==> src/rtl/ddc_cic_decim.sv <==
// rtl/ddc_cic_decim.sv - three-stage CIC decimator (R = 4..64) with pipelined combs and gain-normalised output
module ddc_cic_decim #(
  parameter int INBITWIDTH  = 32,
  parameter int STAGES      = 3,
  parameter int ACCBITWIDTH = INBITWIDTH + 18
) (
  input  logic                         clk,
  input  logic                         rst,
  input  logic signed [INBITWIDTH-1:0] din,
  input  logic                         din_valid,
  input  logic [2:0]                   dec_log2,
  output logic signed [INBITWIDTH-1:0] dout,
  output logic                         dout_valid
);

  localparam int AW = ACCBITWIDTH;

  logic [2:0]                   cfg_q, cfg_d;
  logic [5:0]                   cnt_q, cnt_d;
  logic [5:0]                   last_cnt;
  logic [4:0]                   shamt;
  logic                         capture;
  logic signed [AW-1:0]         x_ext;

  logic signed [AW-1:0]         i1_q, i1_d;
  logic signed [AW-1:0]         i2_q, i2_d;
  logic signed [AW-1:0]         i3_q, i3_d;

  logic signed [AW-1:0]         d_q, d_d;
  logic signed [AW-1:0]         d_prev_q, d_prev_d;
  logic signed [AW-1:0]         c1_q, c1_d;
  logic signed [AW-1:0]         c1_prev_q, c1_prev_d;
  logic signed [AW-1:0]         c2_q, c2_d;
  logic signed [AW-1:0]         c2_prev_q, c2_prev_d;
  logic signed [AW-1:0]         c3_q, c3_d;

  logic                         tok0_q, tok0_d;
  logic                         tok1_q, tok1_d;
  logic                         tok2_q, tok2_d;
  logic                         tok3_q, tok3_d;

  logic signed [INBITWIDTH-1:0] dout_q, dout_d;
  logic                         dout_valid_q, dout_valid_d;

  // Out-of-range ratios collapse to R=4 at load time so the datapath only ever sees 2..6.
  always_comb begin
    cfg_d = dec_log2;
    if (dec_log2 < 3'd2 || dec_log2 == 3'd7) begin
      cfg_d = 3'd2;
    end
  end

  always_comb begin
    last_cnt = ~(6'h3f << cfg_q);
    shamt    = 5'(cfg_q) * 5'(STAGES);
    capture  = din_valid && (cnt_q == last_cnt);
    x_ext    = AW'(din);
  end

  // Integrators and decimation counter advance only on accepted inputs.
  always_comb begin
    i1_d  = i1_q;
    i2_d  = i2_q;
    i3_d  = i3_q;
    cnt_d = cnt_q;
    if (din_valid) begin
      i1_d  = i1_q + x_ext;
      i2_d  = i2_q + i1_q;
      i3_d  = i3_q + i2_q;
      cnt_d = (cnt_q == last_cnt) ? 6'd0 : cnt_q + 6'd1;
    end
  end

  // Each comb stage and its delay element move only when a token sits in the stage feeding it.
  always_comb begin
    d_d          = d_q;
    d_prev_d     = d_prev_q;
    c1_d         = c1_q;
    c1_prev_d    = c1_prev_q;
    c2_d         = c2_q;
    c2_prev_d    = c2_prev_q;
    c3_d         = c3_q;
    dout_d       = dout_q;
    tok0_d       = capture;
    tok1_d       = tok0_q;
    tok2_d       = tok1_q;
    tok3_d       = tok2_q;
    dout_valid_d = tok3_q;

    if (capture) begin
      d_d = i3_q;
    end
    if (tok0_q) begin
      c1_d     = d_q - d_prev_q;
      d_prev_d = d_q;
    end
    if (tok1_q) begin
      c2_d      = c1_q - c1_prev_q;
      c1_prev_d = c1_q;
    end
    if (tok2_q) begin
      c3_d      = c2_q - c2_prev_q;
      c2_prev_d = c2_q;
    end
    if (tok3_q) begin
      dout_d = INBITWIDTH'(c3_q >>> shamt);
    end
  end

  always_ff @(posedge clk) begin
    if (!rst) begin
      cfg_q        <= cfg_d;
      cnt_q        <= '0;
      i1_q         <= '0;
      i2_q         <= '0;
      i3_q         <= '0;
      d_q          <= '0;
      d_prev_q     <= '0;
      c1_q         <= '0;
      c1_prev_q    <= '0;
      c2_q         <= '0;
      c2_prev_q    <= '0;
      c3_q         <= '0;
      tok0_q       <= 1'b0;
      tok1_q       <= 1'b0;
      tok2_q       <= 1'b0;
      tok3_q       <= 1'b0;
      dout_q       <= '0;
      dout_valid_q <= 1'b0;
    end else begin
      cnt_q        <= cnt_d;
      i1_q         <= i1_d;
      i2_q         <= i2_d;
      i3_q         <= i3_d;
      d_q          <= d_d;
      d_prev_q     <= d_prev_d;
      c1_q         <= c1_d;
      c1_prev_q    <= c1_prev_d;
      c2_q         <= c2_d;
      c2_prev_q    <= c2_prev_d;
      c3_q         <= c3_d;
      tok0_q       <= tok0_d;
      tok1_q       <= tok1_d;
      tok2_q       <= tok2_d;
      tok3_q       <= tok3_d;
      dout_q       <= dout_d;
      dout_valid_q <= dout_valid_d;
    end
  end

  assign dout       = dout_q;
  assign dout_valid = dout_valid_q;

endmodule

==> config.mk <==
export PLATFORM = sky130hd
export DESIGN_NAME = ddc_cic_decim
export DESIGN_NICKNAME = d
export VERILOG_FILES = /design/src/rtl/ddc_cic_decim.sv
export SDC_FILE = /design/constraint.sdc
export NUM_CORES = 2
export LEC_CHECK = 0
export BUFFER_PORTS_ARGS = -buffer_cell sky130_fd_sc_hd__buf_2
export CAP_MARGIN = 40
export CELL_PAD_IN_SITES_DETAIL_PLACEMENT = 1
export CELL_PAD_IN_SITES_GLOBAL_PLACEMENT = 2
export CORE_MARGIN = 2
export CORE_UTILIZATION = 34
export CTS_CLUSTER_SIZE = 16
export DETAILED_ROUTE_END_ITERATION = 16
export GPL_ROUTABILITY_DRIVEN = 1
export HOLD_SLACK_MARGIN = 0.15
export PLACE_DENSITY_LB_ADDON = 0.1
export SYNTH_ARGS = -nofsm -noshare
export SYNTH_HDL_FRONTEND = slang
export SYNTH_SLANG_ARGS = --single-unit
==> constraint.sdc <==
create_clock -name clk -period 4.7 [get_ports clk]
set_input_delay 0.705 -clock clk [delete_from_list [all_inputs] [get_ports clk]]
set_output_delay 0.705 -clock clk [all_outputs]
set_load 0.03 [all_outputs]
==> out/qor.csv <==
metric,value,unit
grt_max_degree,128,
synth_edf_count,3,
endpoint_kind,register,
multi_input_area,24900,um^2
cts.reportedPaths.clkPinSlew,0.06,ns
ant_nets,0,
dieArea,113000,um^2
layout-drive-gt1-share,0.0662,
grt_use_total,0.205,
path_cells,"inv_1, ha_1, inv_1, fa_1, a21oi_1, o21ai_1, a21oi_1, o21bai_1, a311oi_2, o21ai_1, or3_1, a31o_1, a31oi_1, xor2_1, o21ai_1",
nets,5032,
io_pins,71,
crit_buf_inv,2,
p_leak,17.9,nW
grt_overflow,0,
syn_to_final_growth,11.2,%
slew_headroom,0.421,
htreeDepth,3,
synth.avg_cell_area,7.93,um^2
final_common_cell,nor2_1,
fillers,13300,
path_delay_family,compound AO/OA/AOI/OAI gates,
core,110000,um^2
synthFlopType,dfxtp_1,
synth_nets,5093,
grt_pass1_vias,33000,
post-cts-setup-buffer-count,0,
critical_path_class,reg -> reg,
layout_common_cells,"610 x nor2_1, 539 x dfxtp_1, 463 x nand2_1, 423 x a21oi_1, 335 x mux2i_1",
p_sw_frac,0.307,
switchingPower,4.20,mW
grt_first_pass_wirelength,188,mm
crit_fanout,5,
slew_violations,0,
synthCells,4748,
r2r_slack,0.87,ns
viasPerCell,5.23,
max_stage_delay,0.41,ns
fmax,261,MHz
ir_drop,216,uV
start_util,0.342,
setup_viol,0,
finalHoldViolCount,0,
cts_max_path_buffers,3,
hold_start,dec_log2[2],
cts-resized-gates,0,
startpoint_type,register,
timing.hold.ws,0.370,ns
portBuffers,70,
crit_slowest_cell,a311oi_2,
tns,0,ns
finalCriticalPeriod,3.83,ns
ys_ff_latch,546,
hold_end,cfg_q[1],
critPathRequiredTime,5.21,ns
comb_power_share,0.203,
arrival,4.34,ns
ff2ff_path_depth,15,
r2r-end,c1_q[44],
synth_area,37700,um^2
routedWlPerCell,18.7,um
die_w,337,um
vias,32600,
p_clk_frac,0.426,
route.detailed.drc,0,
cts_inserted_buffers,73,
p_seq_frac,0.371,
yosysSeqAreaShare,0.291,
wl,117,mm
power.density,327,nW/um^2
cpMostUsedCell,o21ai_1,
ys_types,90,
cap_violations,0,
row_count,122,
grt_setup_unrepaired,false,
die_y,337,um
ys_warn_count,0,
r2r-start,d_q[0],
root_buffer,clkbuf_16,
antenna_found_initial,1,
holdPathStages,2,
hold_class,in -> reg,
gp_congestion,0.811,
drt_iter0_drc,1344,
worstSkewPairLatency,0.65,ns
hpwl,89.3,mm
worstMarginPinSlew,0.869,ns
numClockSinks,546,
cts_tree,built,
status,completed,
regArea,11000,um^2
ctsHoldBuffers,0,
skew,0.0285,ns
synthArstFlopShare,0,
fin_crit_sh,0.814,
dr.pass1.iters,4,
p_int,9.49,mW
-- layout make-up --
cell class,count,area share
Antenna cell,1,0.0000598
Clock buffer,96,0.0469
Clock inverter,36,0.0119
Inverter,241,0.0218
Multi-Input combinational cell,3709,0.594
Sequential cell,546,0.262
Tap cell,1488,0.0445
Timing Repair Buffer,116,0.0188
-- cells by family after synthesis --
| logic type | share of synthesized area |
|---|---|
| XOR/XNOR | 0.0591 |
| AND/OR/NAND/NOR | 0.174 |
| AO/OA/AOI/OAI | 0.211 |
| multiplexers | 0.112 |
| flip-flops | 0.291 |
| buffers and inverters | 0.0494 |
| adder cells (fa/ha/maj) | 0.103 |
-- per-layer routing --
metal / GRT usage / routed length (um) / vias to the layer above
li1: - / - / 16700
met1: 0.262 / 54800 / 15600
met2: 0.365 / 57200 / 224
met3: 0.0209 / 1810 / 132
met4: 0.0540 / 2960 / 0
met5: 0 / 0 / -
-- Yosys cell counts (48+ instances only) --
cell type / n / area, um^2
nand3_1: 101 / 505
o21ai_1: 66 / 330
a21o_1: 191 / 1430
nor2b_1: 50 / 313
xnor2_1: 157 / 1380
a211oi_1: 71 / 533
xor2_1: 97 / 850
nand2_1: 465 / 1750
nor2_1: 611 / 2290
nor3_1: 48 / 240
ha_1: 300 / 3750
mux2i_1: 335 / 3350
clkbuf_1: 218 / 818
inv_1: 238 / 893
o21bai_1: 57 / 428
o21ai_0: 210 / 1050
a21oi_1: 423 / 2120
dfxtp_1: 543 / 10900
nand4_1: 50 / 313
-- flip-flops by register name, indices dropped and copies added (netlist names) --
name / cells
dout_valid_d: 1
c2_q: 50
c2_prev_q: 50
d_q: 50
c1_q: 50
dout: 32
c3_q: 50
i2_q: 50
dout_valid: 1
cfg_q: 3
c1_prev_q: 50
cnt_q: 6
tok0_q: 1
d_prev_q: 50
tok1_q: 1
i1_q: 50
i3_q: 50
tok2_q: 1
-- through the flow --
| stage | setup slack [ns] | cell area (um^2) | cells | power (mW) | utilization |
|---|---|---|---|---|---|
| detailed placement | 0.644 | 39400 | 6100 | 7.99 | 0.358 |
| global placement | 0.625 | 39300 | 6096 | 7.97 | 0.357 |
| floorplan | 0.984 | 37700 | 4748 | 7.20 | - |
| CTS | 0.783 | 41900 | 6232 | 13.9 | 0.380 |
| global route | 0.456 | 41900 | 6232 | 14.5 | 0.380 |
| finish | 0.874 | 41900 | 6233 | 13.7 | 0.380 |
-- worst max path at each step --
stage / startpoint / depth (start not counted) / slack, ns / to
floorplan: cfg_q[0] / 13 / 0.98 / dout[29]
global placement: din[0] / 16 / 0.63 / i1_q[42]
detailed placement: din[0] / 16 / 0.64 / i1_q[42]
CTS: d_q[0] / 15 / 0.78 / c1_q[44]
global route: d_q[0] / 15 / 0.46 / c1_q[44]
finish: d_q[0] / 15 / 0.87 / c1_q[44]
-- power groups by stage --
stage	clock network [mW]	registers, mW	logic (mW)
floorplan	0	5.05	2.15
global placement	0	5.20	2.76
detailed placement	0	5.20	2.79
CTS	6.03	5.10	2.81
global route	6.22	5.11	3.13
finish	5.83	5.08	2.78
Note: power is estimated with default switching activity, not from simulation.
